--- config.mk ---
export PLATFORM = sky130hd
export DESIGN_NAME = dff_pipe
export DESIGN_NICKNAME = d
export VERILOG_FILES = /design/src/rtl/dff_pipe.sv
export SDC_FILE = /design/constraint.sdc
export NUM_CORES = 1
export LEC_CHECK = 0
export BUFFER_PORTS_ARGS = -buffer_cell sky130_fd_sc_hd__buf_2
export CAP_MARGIN = 25
export CORE_AREA = 5 5 42 44
export DETAILED_ROUTE_END_ITERATION = 8
export DIE_AREA = 0 0 47 49
export PLACE_DENSITY = 0.32
export SLEW_MARGIN = 20
export SYNTH_ARGS = -nofsm -noshare
export SYNTH_HDL_FRONTEND = slang
export SYNTH_SLANG_ARGS = --single-unit
--- constraint.sdc ---
create_clock -name clk -period 1.8 [get_ports clk]
set_input_delay 0.27 -clock clk [delete_from_list [all_inputs] [get_ports clk]]
set_output_delay 0.27 -clock clk [all_outputs]
set_load 0.02 [all_outputs]
--- src/rtl/dff_pipe.sv ---
// -----------------------------------------------------------------------------
// dff_pipe
//   Parameterizable D flip-flop delay line. With the default configuration
//   (WIDTH=1, DEPTH=1) it is a single D flip-flop. Larger configurations form a
//   DEPTH-stage shift pipeline. The pipeline has per-stage valid tracking, a
//   global shift enable, a synchronous clear, a selectable tap and an in-flight
//   count.
//
// Parameters
//   WIDTH      data bit width of din/dout/tap_out
//   DEPTH      number of register stages (>=1), latency in enabled cycles
//   RESET_VAL  value loaded into every data stage on reset and on clr
//
// Ports
//   clk        rising-edge clock for all state
//   rst        asynchronous reset, active-low
//   en         shift enable (1 = advance, 0 = hold)
//   clr        synchronous clear, takes priority over en
//   din        data into stage 0
//   din_vld    valid tag captured alongside din
//   dout       data of the last stage (registered)
//   dout_vld   valid bit of the last stage
//   tap_sel    stage index for tap_out; any value >= DEPTH selects the last stage
//   tap_out    data of the selected stage (mux of registers only)
//   in_flight  number of stages currently holding a valid entry
// -----------------------------------------------------------------------------
module dff_pipe #(
    parameter int unsigned      WIDTH     = 1,
    parameter int unsigned      DEPTH     = 1,
    parameter logic [WIDTH-1:0] RESET_VAL = '0,
    localparam int unsigned     SW        = (DEPTH > 1) ? $clog2(DEPTH + 1) : 1
) (
    input  logic             clk,
    input  logic             rst,
    input  logic             en,
    input  logic             clr,
    input  logic [WIDTH-1:0] din,
    input  logic             din_vld,
    output logic [WIDTH-1:0] dout,
    output logic             dout_vld,
    input  logic [SW-1:0]    tap_sel,
    output logic [WIDTH-1:0] tap_out,
    output logic [SW-1:0]    in_flight
);

    logic [WIDTH-1:0] r_data [DEPTH];
    logic [DEPTH-1:0] r_vld;
    logic [SW-1:0]    r_cnt;
    logic [WIDTH-1:0] w_tap;

    // The in-flight count is kept as its own register and is updated
    // incrementally. It gains the entering valid and loses the one shifted
    // out of the last stage. This equals the popcount of r_vld without
    // needing an adder tree.
    always_ff @(posedge clk or negedge rst) begin
        if (!rst) begin
            for (int unsigned i = 0; i < DEPTH; i++) begin
                r_data[i] <= RESET_VAL;
            end
            r_vld <= '0;
            r_cnt <= '0;
        end else if (clr) begin
            for (int unsigned i = 0; i < DEPTH; i++) begin
                r_data[i] <= RESET_VAL;
            end
            r_vld <= '0;
            r_cnt <= '0;
        end else if (en) begin
            r_data[0] <= din;
            r_vld[0]  <= din_vld;
            for (int unsigned i = 1; i < DEPTH; i++) begin
                r_data[i] <= r_data[i-1];
                r_vld[i]  <= r_vld[i-1];
            end
            r_cnt <= r_cnt + SW'(din_vld) - SW'(r_vld[DEPTH-1]);
        end
    end

    // Default to the last stage so that out-of-range selects alias dout.
    always_comb begin
        w_tap = r_data[DEPTH-1];
        for (int unsigned i = 0; i < DEPTH; i++) begin
            if (tap_sel == SW'(i)) begin
                w_tap = r_data[i];
            end
        end
    end

    assign dout      = r_data[DEPTH-1];
    assign dout_vld  = r_vld[DEPTH-1];
    assign tap_out   = w_tap;
    assign in_flight = r_cnt;

endmodule

**Word level (Yosys, flattened, before mapping)**

Index checks and enable logic that the tools add are counted.

- Register bits after elaboration: 3

- Muxes and demuxes: 6
- Add/subtract/negate cells: 2
- Reduce and logical (&&, ||, !) cells: 1

Operators with widths:

| kind | number |
|---|---|
| $mux W1 | 6 |
| $reduce_bool A2 Y1 | 1 |
| $add A1 B1 Y1 | 1 |
| $sub A1 B1 Y1 | 1 |

**Logic depth before layout (Yosys ltp)**

Gate-level depths: netlist of the first run.

- Depth in word-level cells: 4
- Mapped depth: 3
- Depth with buffers taken out: 3

**Worst setup path after synthesis of the first run**

No wires, ideal clock.

- Kind: reg-to-reg
- Start point: register r_vld (netlist: dout_vld)
- End point: register r_cnt (netlist: in_flight)
- Stages on the path, launching flop included: 4
- Data required time: 1.680 ns
- Clock period less this slack: 1.019 ns
- Data arrival time: 0.899 ns
- Setup slack: 0.781 ns
- Setup time: 0.120 ns
- Buffers on the path: 0
- Cells stage by stage: dfrtp_1 xor2_1 a21oi_1 a31o_1

- Longest elaborated chain between the ends: 3

RTL lines:

| item | RTL line | source |
|---|---|---|
| start, declared | 47 | `logic [DEPTH-1:0] r_vld;` |
| start signal, assigned by index | 73 | `r_vld[i] <= r_vld[i-1];` |
| $sub A1 B1 Y1 | 75 | `r_cnt <= r_cnt + SW'(din_vld) - SW'(r_vld[DEPTH-1]);` |
| $mux W1 | 68 | `end else if (en) begin` |
| $mux W1 | 62 | `end else if (clr) begin` |
| end signal, assigned | 75 |  |
| end, declared | 48 | `logic [SW-1:0] r_cnt;` |

No other way between the ends. The select of a mux whose other input is x is not followed.
A chain may end at the register's enable or synchronous reset.

**Worst setup path after layout of the first run**

- Start point: register r_cnt (netlist: in_flight)
- End point: output in_flight

RTL lines:

| item | RTL line | source |
|---|---|---|
| end, declared | 43 | `output logic [SW-1:0] in_flight` |

No word-level cell between the ends.

==> metrics.txt, run 1 <==
Final min period 1.06 ns; RSZ-0062 raised after global routing false; Fill cells 162; placed cell count 37; clk buf depth 2; Power Density 972 nW/um^2; status finished, final reports clean; DRT Wirelength 390 um; nets 34; WS Path Type reg2out; Hold Path Stages 2; Synth Register Bits 3; Antenna diodes 0; number of max-cap violations 0; # DRC 0; vias per cell just under 3; FF-to-FF Start dout_vld; Initial Util 0.102; Reg clk slew, reported paths 0.04 ns; GRT Overall Usage 0.0366; FF-to-FF setup slack 0.83 ns; max-slew violations 0; Synth Instances 13; Syn-to-layout area delta 65.8%; synth warn 0; Register-to-Register Path Depth 3; final setup violation count 0; initial antenna violation count 0; Mapped Nets 20; WHS Endpoint dout_vld; FF-to-FF End in_flight; die area 2300 um^2; total power approximately 0.23 mW; Top Usage Layer GRT met1; critical path required time between 1.5 and 2 ns; CTS Hold Bufs 1; Slew Limit Headroom 0.883; worst clock skew 0.00000164 ns; number of H-tree levels 1; met1 Usage GRT 0.0529; Clk Latency, worst-skew pair 0.23 ns; Distinct cells, synth 8; Worst path max stage delay 0.39 ns; Ports 11; endpoint class of the critical path output port; Clock Sinks 3; Cell Count, Final, Fillers Out between 40 and 50; I/O Buffers 9; Fmax 942 MHz; Switching Share 0.255; internal power 0.171 mW; Final Hold Viols 0; Cell Area, Synth 143 um^2; startpoint types flip-flop; die width 47 um; largest net degree at the start of global routing 5; Crit path buffers/inverters 1; Avg WL per Cell between 9 and 10 um; DRT Pass-1 Iters 2; actual slew at the worst max-slew pin 0.175 ns; class of the worst hold path in2reg; CTS Buf Count 3; Core Footprint 1400 um^2; gp weighted congestion 0.694; Layout Utilization 0.169; GRT met3 Usage 0.0295; CTS tree done; fraction of layout cells with a size suffix above 1 0.462; most frequent cells in the layout buf_2, nor2_1, clkbuf_4, dfrtp_1, mux2i_1; WP data arrival 0.79 ns; FP Rows 14; post-cts gate resize count 0; setup_tns 0 ns; CP Cell Sequence buf_2; setup bufs post-CTS 0; worst-path fanout max 3; 1st-iter DRT viols 2; register area share after synthesis 0.526; combinational fraction of design power 0.154; vias in the first global route 125; first-pass GRT wire length 545 um; total congestion overflow 0; LEAKAGE 0.127 nW; syn avg cell area 11.0 um^2; hold path start clr; Final ANT Viol Nets 0; clock group share of total power 0.514; GRT met2 Usage 0.0249; Die Y around 49 um; commonest non-fill, non-tap cell in the layout buf_2; critical path's top delay family flip-flops; sw power 0.0587 mW; Worst path slowest cell dfrtp_1; via count about 120; Hold Slack 0.242 ns; Worst VDD drop 0.000271 V; root buffer cell clkbuf_4; Seq pwr share 0.333; period utilisation layout 0.590
-- power groups by stage --
stage                     registers [mW]  logic, mW  clock network [mW]
final                             0.0764     0.0354               0.118
after global routing              0.0769     0.0391               0.131
after CTS                         0.0763     0.0358               0.125
after detailed placement          0.0772     0.0340                   0
after global placement            0.0770     0.0338                   0
after floorplan                   0.0826     0.0131                   0
-- metrics by stage --
stage | setup WS, ns | cell area, um^2
2_1_floorplan | 0.781 | 143
3_3_place_gp | 0.846 | 200
3_5_place_dp | 0.831 | 200
4_1_cts | 0.731 | 236
5_1_grt | 0.708 | 236
6_report | 0.738 | 236
-- state kept, by name (all words and copies together) (netlist names) --
name / count
dout_vld: 1
in_flight: 1
dout: 1
-- layout make-up --
cell class                 instances  area, um^2  area share
sequential                         3        75.1       0.317
multi-input combinational          9        60.1       0.254
timing repair buffer              10        55.1       0.233
clock buffer                       4        26.3       0.111
tap                               16        20.0      0.0847
-- metal layers --
| layer | up-vias | wire [um] |
|---|---|---|
| li1 | 68 | - |
| met1 | 45 | 187 |
| met2 | 10 | 111 |
| met3 | 0 | 91 |
| met4 | 0 | 0 |
| met5 | - | 0 |
-- cells by family after synthesis --
family	Yosys count	synth area share
flops	3	0.526
mux	2	0.140
compound gates	2	0.0965
buf+inv	1	0.0527
simple gates	4	0.123
xor+xnor	1	0.0614
-- Yosys cell counts --
cell | number | area share
a21oi_1 | 1 | 0.035
a31o_1 | 1 | 0.061
buf_4 | 1 | 0.053
dfrtp_1 | 3 | 0.53
mux2i_1 | 2 | 0.14
nand2b_1 | 1 | 0.044
nor2_1 | 3 | 0.079
xor2_1 | 1 | 0.061
-- how the worst max path moves through the flow --
stage,start,to,slack (ns),cells after the start
4_1_cts,in_flight,in_flight,0.73,1
5_1_grt,dout,dout,0.71,1
2_1_floorplan,dout_vld,in_flight,0.78,3
6_report,in_flight,in_flight,0.74,1
3_5_place_dp,din_vld,in_flight,0.83,4
3_3_place_gp,din_vld,in_flight,0.85,4
Note: power is estimated with default switching activity, not from simulation.
==> inputs of run 2 (changes only) <==
--- a/config.mk
+++ b/config.mk
@@ -5,12 +5,13 @@
 export SDC_FILE = /design/constraint.sdc
 export NUM_CORES = 1
 export LEC_CHECK = 0
+export ABC_AREA = 1
 export BUFFER_PORTS_ARGS = -buffer_cell sky130_fd_sc_hd__buf_2
 export CAP_MARGIN = 25
 export CORE_AREA = 5 5 42 44
 export DETAILED_ROUTE_END_ITERATION = 8
 export DIE_AREA = 0 0 47 49
-export PLACE_DENSITY = 0.32
+export PLACE_DENSITY = 0.36
 export SLEW_MARGIN = 20
 export SYNTH_ARGS = -nofsm -noshare
 export SYNTH_HDL_FRONTEND = slang
==> constraint.sdc (replaced) <==
create_clock -name clk -period 0.8 [get_ports clk]
set_input_delay 0.12 -clock clk [delete_from_list [all_inputs] [get_ports clk]]
set_output_delay 0.12 -clock clk [all_outputs]
set_load 0.02 [all_outputs]
==> metrics.txt, run 2 <==
status finished, violations left (was finished, final reports clean); failing checks setup timing; via count 187 (was 123); FP Rows 14 (unchanged); worst-path fanout max 5 (was 3); WS Path Type reg2out (unchanged); synth top area cells dfrtp_1, nand2_1, nand3_1 (was dfrtp_1, mux2i_1, nor2_1); max-slew violations 0 (unchanged); die area 2300 um^2 (unchanged); Die Y 49 um (unchanged); DP HPWL 335 um; Syn-to-layout area delta 69.8% (was 65.8%); commonest non-fill, non-tap cell in the layout nand2_1 (was buf_2); Final min period 0.924 ns; initial antenna violation count 0 (unchanged); Worst path max stage delay 0.43 ns (was 0.39 ns); register area share after synthesis 0.432 (was 0.526); total power 0.543 mW (was 0.230 mW); Fill cells 164 (was 162); Ports 11 (unchanged); Initial Util 0.124 (was 0.102); Top Usage Layer GRT met3 (was met1); Final Hold Viols 0 (unchanged); Avg WL per Cell 8.04 um (was 9.29 um); total congestion overflow 0 (unchanged); # DRC 0 (unchanged); Final ANT Viol Nets 0 (unchanged); nets 44 (was 34); DRT Pass-1 Iters 4 (was 2); Yosys top cell area share 0.432 (was 0.526); number of H-tree levels 1 (unchanged); WP data arrival 0.80 ns (was 0.79 ns); DRT Wirelength 418 um (was 390 um); number of max-cap violations 0 (unchanged); fraction of layout cells with a size suffix above 1 0.472 (was 0.462); 1st-iter DRT viols 4 (was 2); Fmax between 1000 and 1500 MHz; Placed Instance Area 234 um^2 (was 200 um^2); Synth Instances 23 (was 13); Clk Latency, worst-skew pair 0.23 ns (about the same); root buffer cell clkbuf_4 (unchanged); Cell Area, Synth 174 um^2 (was 143 um^2); Mapped Nets 30 (was 20); gp weighted congestion 0.692 (was 0.694); pre-CTS setup slack -0.0243 ns (was 0.831 ns); worst clock skew 0.00288 ns (was 0.00000164 ns); Core Footprint 1400 um^2 (unchanged); CTS Buf Count 3 (unchanged); CTS tree done (unchanged); Hold Slack 0.0850 ns (was 0.242 ns); ys flop type dfrtp_1 (unchanged); endpoint class of the critical path output port (unchanged); Synth area leader dfrtp_1 (unchanged); Reg clk slew, reported paths 0.04 ns (about the same); most common cell in the netlist nand2_1; Synth Register Bits 3 (unchanged); vias in the first global route 174 (was 125); GRT met2 Usage 0.0498 (was 0.0249); actual slew at the worst max-slew pin 0.204 ns (was 0.175 ns); class of the worst hold path in2reg (unchanged); Antenna diodes 0 (unchanged); Crit path buffers/inverters 1 (unchanged); startpoint types flip-flop (unchanged); syn avg cell area 7.56 um^2 (was 11.0 um^2); EDFF count, synth 0 (unchanged); synth warn 0 (unchanged); period utilisation layout 1.15; clk buf depth 2 (unchanged); Slew Limit Headroom 0.863 (was 0.883); ys async rst share 1.00 (unchanged); Distinct cells, synth 9 (was 8); RSZ-0062 raised after global routing true (was false); LEAKAGE 0.149 nW (was 0.127 nW); Post-synth top cells nand2_1, nand3_1, dfrtp_1, inv_1 (was dfrtp_1, nor2_1, mux2i_1); first-pass GRT wire length 648 um (was 545 um); I/O Buffers 9 (unchanged); vias per cell 3.60 (was 2.93); Power Density 1840 nW/um^2 (was 972 nW/um^2); critical path's top delay family flip-flops (unchanged); CP Cell Sequence buf_6 (was buf_2); GRT met3 Usage 0.0554 (was 0.0295); met1 Usage GRT 0.0441 (was 0.0529); Worst path slowest cell dfrtp_2 (was dfrtp_1); most frequent cells in the layout nand2_1, buf_2, nand3_1, buf_6, clkbuf_4 (was buf_2, nor2_1, clkbuf_4, dfrtp_1, mux2i_1); critical path required time 0.68 ns (was 1.53 ns); PnR worst setup slack -0.124 ns (was 0.738 ns); final instance area 295 um^2 (was 236 um^2); largest net degree at the start of global routing 6 (was 5); die width 47 um (unchanged); final setup violation count 5 (was 0); Worst VDD drop 0.00111 V (was 0.000271 V); GRT Overall Usage 0.0423 (was 0.0366); Clock Sinks 3 (unchanged)
-- run 2: cell count changes after synthesis --
cell      previous run  this run
a21oi_1              1         0
a31o_1               1         0
inv_1                0         3
inv_2                0         1
mux2i_1              2         0
nand2_1              0         8
nand2b_1             1         0
nand3_1              0         4
nand3b_1             0         1
nor2_1               3         0
nor2_4               0         1
o31ai_1              0         1
xor2_1               1         0
-- run 2: kinds of logic (layout without fill, tap and decap cells) --
family | count (synthesis) | after routing | synth area share
buffers and inverters | 5 | 18 | 0.129
AND/OR/NAND/NOR | 14 | 14 | 0.396
AO/OA/AOI/OAI | 1 | 1 | 0.0432
flip-flops | 3 | 3 | 0.432
-- run 2: timing repair --
action	in CTS	in global routing
hold buffers	1	0
buffers inserted	0	0
setup endpoints to repair	5	5
pin swaps	2	0
gates resized for setup	8	0
hold endpoints to repair	3	0
-- run 2: cell type report --
cell class	instances	area (um^2)	share of cell area
Tap cell	16	20.0	0.0678
Multi-Input combinational cell	15	76.3	0.258
Clock buffer	4	26.3	0.0890
Inverter	4	15.0	0.0508
Timing Repair Buffer	10	80.1	0.271
Sequential cell	3	77.6	0.263
-- run 2: metal layers --
metal  vias to the layer above  wire length [um]
met5                         -                 0
met4                         0                 0
met3                         0                45
met2                         7               174
met1                        81               198
li1                         99                 -
-- run 2: path summary, 6_finish.rpt --
check | cells past startpoint | slack [ns] | end | startpoint
max | 1 | -0.12 | in_flight | in_flight
min | 2 | 0.08 | dout_vld | en
max reg2reg | 5 | -0.04 | in_flight | in_flight
min reg2reg | 2 | 0.59 | dout | dout
max in group asynchronous | 2 | 0.47 | in_flight | rst
min in group asynchronous | 2 | 0.21 | dout_vld | rst
-- run 2: report_power, final --
part	leakage (nW)	switching, mW	internal, mW
clock network	0.0150	0.0752	0.187
logic	0.0972	0.0520	0.0507
registers	0.0369	0.0145	0.164
total	0.149	0.142	0.401
-- run 2: through the flow --
stage	setup TNS, ns	instances	utilization
2_1_floorplan	-0.0249	23	-
3_3_place_gp	-0.0342	47	0.167
3_5_place_dp	-0.0243	47	0.167
4_1_cts	-0.517	52	0.211
5_1_grt	-0.648	52	0.211
6_report	-0.466	52	0.211
